--- src/rtl/button_event_decoder.sv ---
//------------------------------------------------------------------------------
// button_event_decoder
//
// Purpose:
//   Turns a debounced button level into discrete user-interface events.
//   These are press and release edges, a confirmed single click, a double
//   click, a long press, and auto-repeat ticks while a long press is held.
//   All timing comes from a single shared 24-bit counter. The counter is
//   cleared whenever the decoder enters a new state.
//
// Parameters:
//   c_LONG_LIMIT    clocks a press must be held before it counts as long
//   c_GAP_LIMIT     longest release-to-press gap still treated as a double
//   c_REPEAT_PERIOD clocks between auto-repeat pulses while long-held
//   (each must lie in 2 .. 2^24-1)
//
// Ports:
//   i_Clk         clock, rising edge
//   i_Rst_n       synchronous active-low reset
//   i_data        debounced button level, 1 = pressed
//   i_repeat_en   level enable for o_repeat
//   o_press       one-clock pulse per press
//   o_release     one-clock pulse per release
//   o_single      one-clock pulse when a short click is confirmed
//   o_double      one-clock pulse when a double click is detected
//   o_long        one-clock pulse when a long press is detected
//   o_repeat      one-clock auto-repeat pulse
//   o_long_held   level, high while the decoder is in LONG_HELD
//------------------------------------------------------------------------------
module button_event_decoder #(
   parameter int unsigned c_LONG_LIMIT    = 12500000,
   parameter int unsigned c_GAP_LIMIT     = 7500000,
   parameter int unsigned c_REPEAT_PERIOD = 2500000
) (
   input  logic i_Clk,
   input  logic i_Rst_n,
   input  logic i_data,
   input  logic i_repeat_en,
   output logic o_press,
   output logic o_release,
   output logic o_single,
   output logic o_double,
   output logic o_long,
   output logic o_repeat,
   output logic o_long_held
);

   typedef enum logic [2:0] {
      IDLE,
      PRESSED,
      LONG_HELD,
      WAIT_GAP,
      SECOND
   } state_t;

   // Terminal counts. Each limit fires when the counter reaches limit-1,
   // so the matching pulse appears exactly 'limit' clocks after the
   // pulse that caused the state entry.
   localparam logic [23:0] LONG_LAST   = 24'(c_LONG_LIMIT - 1);
   localparam logic [23:0] GAP_LAST    = 24'(c_GAP_LIMIT - 1);
   localparam logic [23:0] REPEAT_LAST = 24'(c_REPEAT_PERIOD - 1);

   state_t      state;
   logic [23:0] count;
   logic        r_prev;
   logic        rise;
   logic        fall;

   assign rise = i_data & ~r_prev;
   assign fall = ~i_data & r_prev;

   // Single registered FSM. Pulse outputs default low each clock and are
   // raised only on the edge that detects their condition.
   // The counter runs freely and is cleared on each state entry.
   // Where two events land on the same edge, the button edge is tested
   // first, so release beats long/repeat and a second press beats the
   // gap timeout.
   // During reset r_prev follows the button, so a button already held
   // at reset exit is not mistaken for a fresh press.
   always_ff @(posedge i_Clk) begin
      if (!i_Rst_n) begin
         state       <= IDLE;
         count       <= 24'd0;
         r_prev      <= i_data;
         o_press     <= 1'b0;
         o_release   <= 1'b0;
         o_single    <= 1'b0;
         o_double    <= 1'b0;
         o_long      <= 1'b0;
         o_repeat    <= 1'b0;
         o_long_held <= 1'b0;
      end else begin
         r_prev    <= i_data;
         o_press   <= 1'b0;
         o_release <= 1'b0;
         o_single  <= 1'b0;
         o_double  <= 1'b0;
         o_long    <= 1'b0;
         o_repeat  <= 1'b0;
         count     <= count + 24'd1;

         case (state)
            IDLE: begin
               if (rise) begin
                  o_press <= 1'b1;
                  state   <= PRESSED;
                  count   <= 24'd0;
               end
            end

            PRESSED: begin
               if (fall) begin
                  o_release <= 1'b1;
                  state     <= WAIT_GAP;
                  count     <= 24'd0;
               end else if (count == LONG_LAST) begin
                  o_long      <= 1'b1;
                  o_long_held <= 1'b1;
                  state       <= LONG_HELD;
                  count       <= 24'd0;
               end
            end

            LONG_HELD: begin
               // With repeat disabled the counter is parked at zero, so
               // enabling repeat later gives a full period before the
               // first tick.
               if (fall) begin
                  o_release   <= 1'b1;
                  o_long_held <= 1'b0;
                  state       <= IDLE;
                  count       <= 24'd0;
               end else if (!i_repeat_en) begin
                  count <= 24'd0;
               end else if (count == REPEAT_LAST) begin
                  o_repeat <= 1'b1;
                  count    <= 24'd0;
               end
            end

            WAIT_GAP: begin
               if (rise) begin
                  o_press  <= 1'b1;
                  o_double <= 1'b1;
                  state    <= SECOND;
                  count    <= 24'd0;
               end else if (count == GAP_LAST) begin
                  o_single <= 1'b1;
                  state    <= IDLE;
                  count    <= 24'd0;
               end
            end

            SECOND: begin
               // The second press of a double click never turns into a
               // long press, so only its release matters here.
               if (fall) begin
                  o_release <= 1'b1;
                  state     <= IDLE;
                  count     <= 24'd0;
               end
            end

            default: begin
               o_long_held <= 1'b0;
               state       <= IDLE;
               count       <= 24'd0;
            end
         endcase
      end
   end

endmodule

--- config.mk ---
export PLATFORM = sky130hd
export DESIGN_NAME = button_event_decoder
export DESIGN_NICKNAME = d
export VERILOG_FILES = /design/src/rtl/button_event_decoder.sv
export SDC_FILE = /design/constraint.sdc
export NUM_CORES = 1
export LEC_CHECK = 0
export ABC_AREA = 1
export CAP_MARGIN = 20
export CORE_ASPECT_RATIO = 1.1
export CORE_MARGIN = 1
export CORE_UTILIZATION = 63
export DETAILED_ROUTE_END_ITERATION = 16
export PLACE_DENSITY = 0.84
export SYNTH_ARGS = -nofsm -noshare
export SYNTH_HDL_FRONTEND = slang
export SYNTH_SLANG_ARGS = --single-unit
--- constraint.sdc ---
create_clock -name i_Clk -period 2.6 [get_ports i_Clk]
set_input_delay 0.52 -clock i_Clk [delete_from_list [all_inputs] [get_ports i_Clk]]
set_output_delay 0.52 -clock i_Clk [all_outputs]
set_load 0.02 [all_outputs]
==> impl_metrics.prom <==
# TYPE chip_impl_metric gauge
chip_impl_metric{name="gate_count_after_technology_mapping",unit=""} 271
chip_impl_metric{name="power.total",unit="mW"} 1.48
chip_impl_metric{name="clk_latency",unit="ns"} 0.35
chip_impl_metric{name="fp-row-count",unit=""} 20
chip_impl_metric{name="drc_errors",unit=""} 0
chip_impl_metric{name="synth.distinct_cells",unit=""} 23
chip_impl_metric{name="ant_nets",unit=""} 0
chip_impl_metric{name="clockBufferDepth",unit=""} 2
chip_impl_info{name="tritoncts_clock_tree",value="done"} 1
chip_impl_metric{name="place_area",unit="mm^2"} 0.00202
chip_impl_metric{name="place.detailed.instances",unit=""} 312
chip_impl_metric{name="regToRegSetupSlack",unit="ns"} 0.72
chip_impl_metric{name="post-cts-setup-buffer-count",unit=""} 0
chip_impl_metric{name="m1WireLength",unit="mm"} 1.79
chip_impl_metric{name="grt_antenna_before_repair",unit=""} 0
chip_impl_metric{name="clock_sinks",unit=""} 35
chip_impl_metric{name="grt_pass1_vias",unit=""} 1496
chip_impl_metric{name="design_area",unit="mm^2"} 0.00212
chip_impl_metric{name="vdd_drop_max",unit="mV"} 0.938
chip_impl_metric{name="avgRoutedWirePerCell",unit="um"} 11.6
chip_impl_metric{name="fp.dieH",unit="um"} 59.8
chip_impl_metric{name="wl_met2",unit="mm"} 1.62
chip_impl_metric{name="synth.ff_latch_count",unit=""} 35
chip_impl_info{name="layout.cells.most_common",value="sky130_fd_sc_hd__nand2_1"} 1
chip_impl_metric{name="num_antenna_cells",unit=""} 0
chip_impl_metric{name="critical_path_required",unit="ns"} 2.83
chip_impl_metric{name="p_leak",unit="nW"} 0.788
chip_impl_metric{name="portBuffers",unit=""} 10
chip_impl_metric{name="core_area",unit="mm^2"} 0.00283
chip_impl_info{name="grt_setup_unrepaired",value="no"} 1
chip_impl_metric{name="clock-skew-final",unit="ns"} 0.0126
chip_impl_metric{name="achievable_frequency",unit="GHz"} 0.523
chip_impl_metric{name="post_cts_resize_count",unit=""} 0
chip_impl_metric{name="area_taken_by_multi_input_logic_gates",unit="mm^2"} 0.00102
chip_impl_metric{name="cts_hold_buf",unit=""} 0
chip_impl_metric{name="initial_core_util",unit="%"} 67.7
chip_impl_metric{name="totalWireLength",unit="mm"} 3.70
chip_impl_metric{name="drtPass1Iterations",unit=""} 5
chip_impl_info{name="hold_path.class",value="reg -> reg"} 1
chip_impl_metric{name="hold_violations",unit=""} 0
chip_impl_metric{name="global_route.usage.total",unit="%"} 27.3
chip_impl_metric{name="mappedNetlistNets",unit=""} 276
chip_impl_metric{name="cap_viol_max_count",unit=""} 0
chip_impl_metric{name="layout_worst_path_cycle_share",unit="%"} 73.6
chip_impl_info{name="ctsRootBufferMaster",value="sky130_fd_sc_hd__clkbuf_4"} 1
chip_impl_metric{name="die-width",unit="um"} 54.6
chip_impl_metric{name="met3_wl_post_dr",unit="um"} 201
chip_impl_info{name="run_status",value="complete, no violations"} 1
chip_impl_metric{name="grt_start_max_net_pins",unit=""} 24
chip_impl_metric{name="worst-slew-pin-transition",unit="ns"} 0.368
chip_impl_info{name="critical_path_class",value="in -> reg"} 1
chip_impl_metric{name="nFillCells",unit=""} 239
chip_impl_metric{name="floorplan.io_pins",unit=""} 11
chip_impl_info{name="startpoint_type",value="primary input"} 1
chip_impl_info{name="highest_layer",value="met4"} 1
chip_impl_metric{name="ys_warn_count",unit=""} 0
chip_impl_metric{name="final-setup-viol-count",unit=""} 0
chip_impl_metric{name="layout-drive-gt1-share",unit="%"} 17.1
chip_impl_metric{name="globalRoute.totalOverflow",unit=""} 0
chip_impl_metric{name="period_minus_slack",unit="ns"} 1.91
chip_impl_metric{name="timing.critical_path.arrival",unit="ns"} 2.15
chip_impl_info{name="most-common-layout-cells",value="47 x sky130_fd_sc_hd__nand2_1, 43 x sky130_fd_sc_hd__nor2_1, 35 x sky130_fd_sc_hd__inv_1, 35 x sky130_fd_sc_hd__dfxtp_1, 23 x sky130_fd_sc_hd__nor2_2"} 1
chip_impl_metric{name="cts_max_level",unit=""} 2
chip_impl_metric{name="post-route-worst-setup-slack",unit="ns"} 0.687
chip_impl_metric{name="area_delta_synth_final",unit="%"} 10.8
chip_impl_metric{name="gp_congestion",unit=""} 0.894
chip_impl_metric{name="setup_total_negative_slack",unit="ns"} 0
chip_impl_metric{name="post_syn_area_per_cell",unit="um^2"} 7.06
chip_impl_info{name="critical_path.endpoint_type",value="register"} 1
chip_impl_metric{name="via_per_inst",unit=""} 5.18
chip_impl_metric{name="finalNonFillerCells",unit=""} 320
chip_impl_metric{name="finalNetCount",unit=""} 291
chip_impl_metric{name="worstRegToRegCells",unit=""} 8
chip_impl_metric{name="layout.area.seq",unit="um^2"} 701
chip_impl_metric{name="worst_setup_hold_path_clk_slew",unit="ns"} 0.11
chip_impl_metric{name="critical_path_fanouts_max",unit=""} 23
chip_impl_metric{name="grt_first_pass_wirelength",unit="mm"} 6.32
chip_impl_metric{name="dr.first_iter.drc_count",unit=""} 92
chip_impl_metric{name="floorplan.die_area",unit="mm^2"} 0.00326
chip_impl_metric{name="detailed_place_hpwl",unit="mm"} 2.76
chip_impl_metric{name="power.density",unit="mW/mm^2"} 698
chip_impl_metric{name="pre_cts_worst_setup_slack",unit="ns"} 0.383
chip_impl_metric{name="route.vias.total",unit=""} 1656
chip_impl_metric{name="worstHoldPathCells",unit=""} 1
chip_impl_metric{name="synth_area",unit="mm^2"} 0.00191
chip_impl_metric{name="slew_headroom",unit="%"} 75.5
chip_impl_metric{name="final_slew_violations",unit=""} 0
chip_impl_metric{name="cts_buffers",unit=""} 5
chip_impl_metric{name="yosysSeqAreaShare",unit="%"} 36.6
## power breakdown
part | switching [mW] | internal (mW)
logic | 0.257 | 0.116
registers | 0.0348 | 0.574
clock network | 0.199 | 0.299
## critical path, cell delays in order
cell                              delay, ns
sky130_fd_sc_hd__clkdlybuf4s50_1       0.47
sky130_fd_sc_hd__inv_1                 0.05
sky130_fd_sc_hd__nor2_1                0.25
sky130_fd_sc_hd__o21ai_0               0.16
sky130_fd_sc_hd__a21oi_1               0.20
sky130_fd_sc_hd__nand2_2               0.11
sky130_fd_sc_hd__nand2_4               0.30
sky130_fd_sc_hd__nor2_1                0.09
## metrics by stage
step	hold WS (ns)	util, %
final	0.484	75.0
after global routing	0.505	75.0
after CTS	0.483	75.0
after detailed placement	0.467	71.3
after global placement	0.429	71.3
after floorplan	0.418	-
## synth_stat cells, drive strengths merged
library cell / instances / area [um^2]
nor3: 5 / 30.0
nand2: 53 / 219
a21oi: 6 / 30.0
xor2: 16 / 140
nand4: 5 / 31.3
inv: 41 / 154
ha: 1 / 12.5
nand3: 22 / 120
dfxtp: 35 / 701
o211ai: 1 / 7.51
nor4: 3 / 18.8
nor2: 69 / 339
buf: 2 / 40.0
o21ai: 9 / 45.0
xnor2: 3 / 26.3
## cell families (layout without fill, tap and decap cells)
logic type | after synthesis | count (layout) | synth area share (%)
AO/OA/AOI/OAI | 16 | 16 | 4.31
XOR/XNOR | 19 | 19 | 8.69
adder cells (fa/ha/maj) | 1 | 1 | 0.653
buffers and inverters | 43 | 59 | 10.1
flip-flops | 35 | 35 | 36.6
AND/OR/NAND/NOR | 157 | 157 | 39.6
## flip-flops by register name (all words and copies together) (netlist names)
register     cells
count           24
state            3
o_double         1
o_long           1
o_long_held      1
o_press          1
o_release        1
o_repeat         1
o_single         1
r_prev           1
## cell type report
class	instances	area share, %
multi-input combinational	193	48.1
inverter	41	7.26
clock buffer	5	1.77
sequential	35	33.0
timing repair buffer	10	4.72
tap	33	1.95
clock inverter	3	3.19
## per-layer routing
metal / vias to the layer above / global-route usage (%)
met3: 11 / 7.89
met2: 46 / 39.9
met1: 727 / 36.4
li1: 872 / -
met4: 0 / 12.5
met5: - / 0
## final timing paths
| kind | startpoint | endpoint |
|---|---|---|
| min reg2reg | count[0] | count[0] |
| min | count[0] | count[0] |
| max reg2reg | count[0] | count[0] |
| max | i_data | count[0] |
Power figures use the tool's default switching activity.
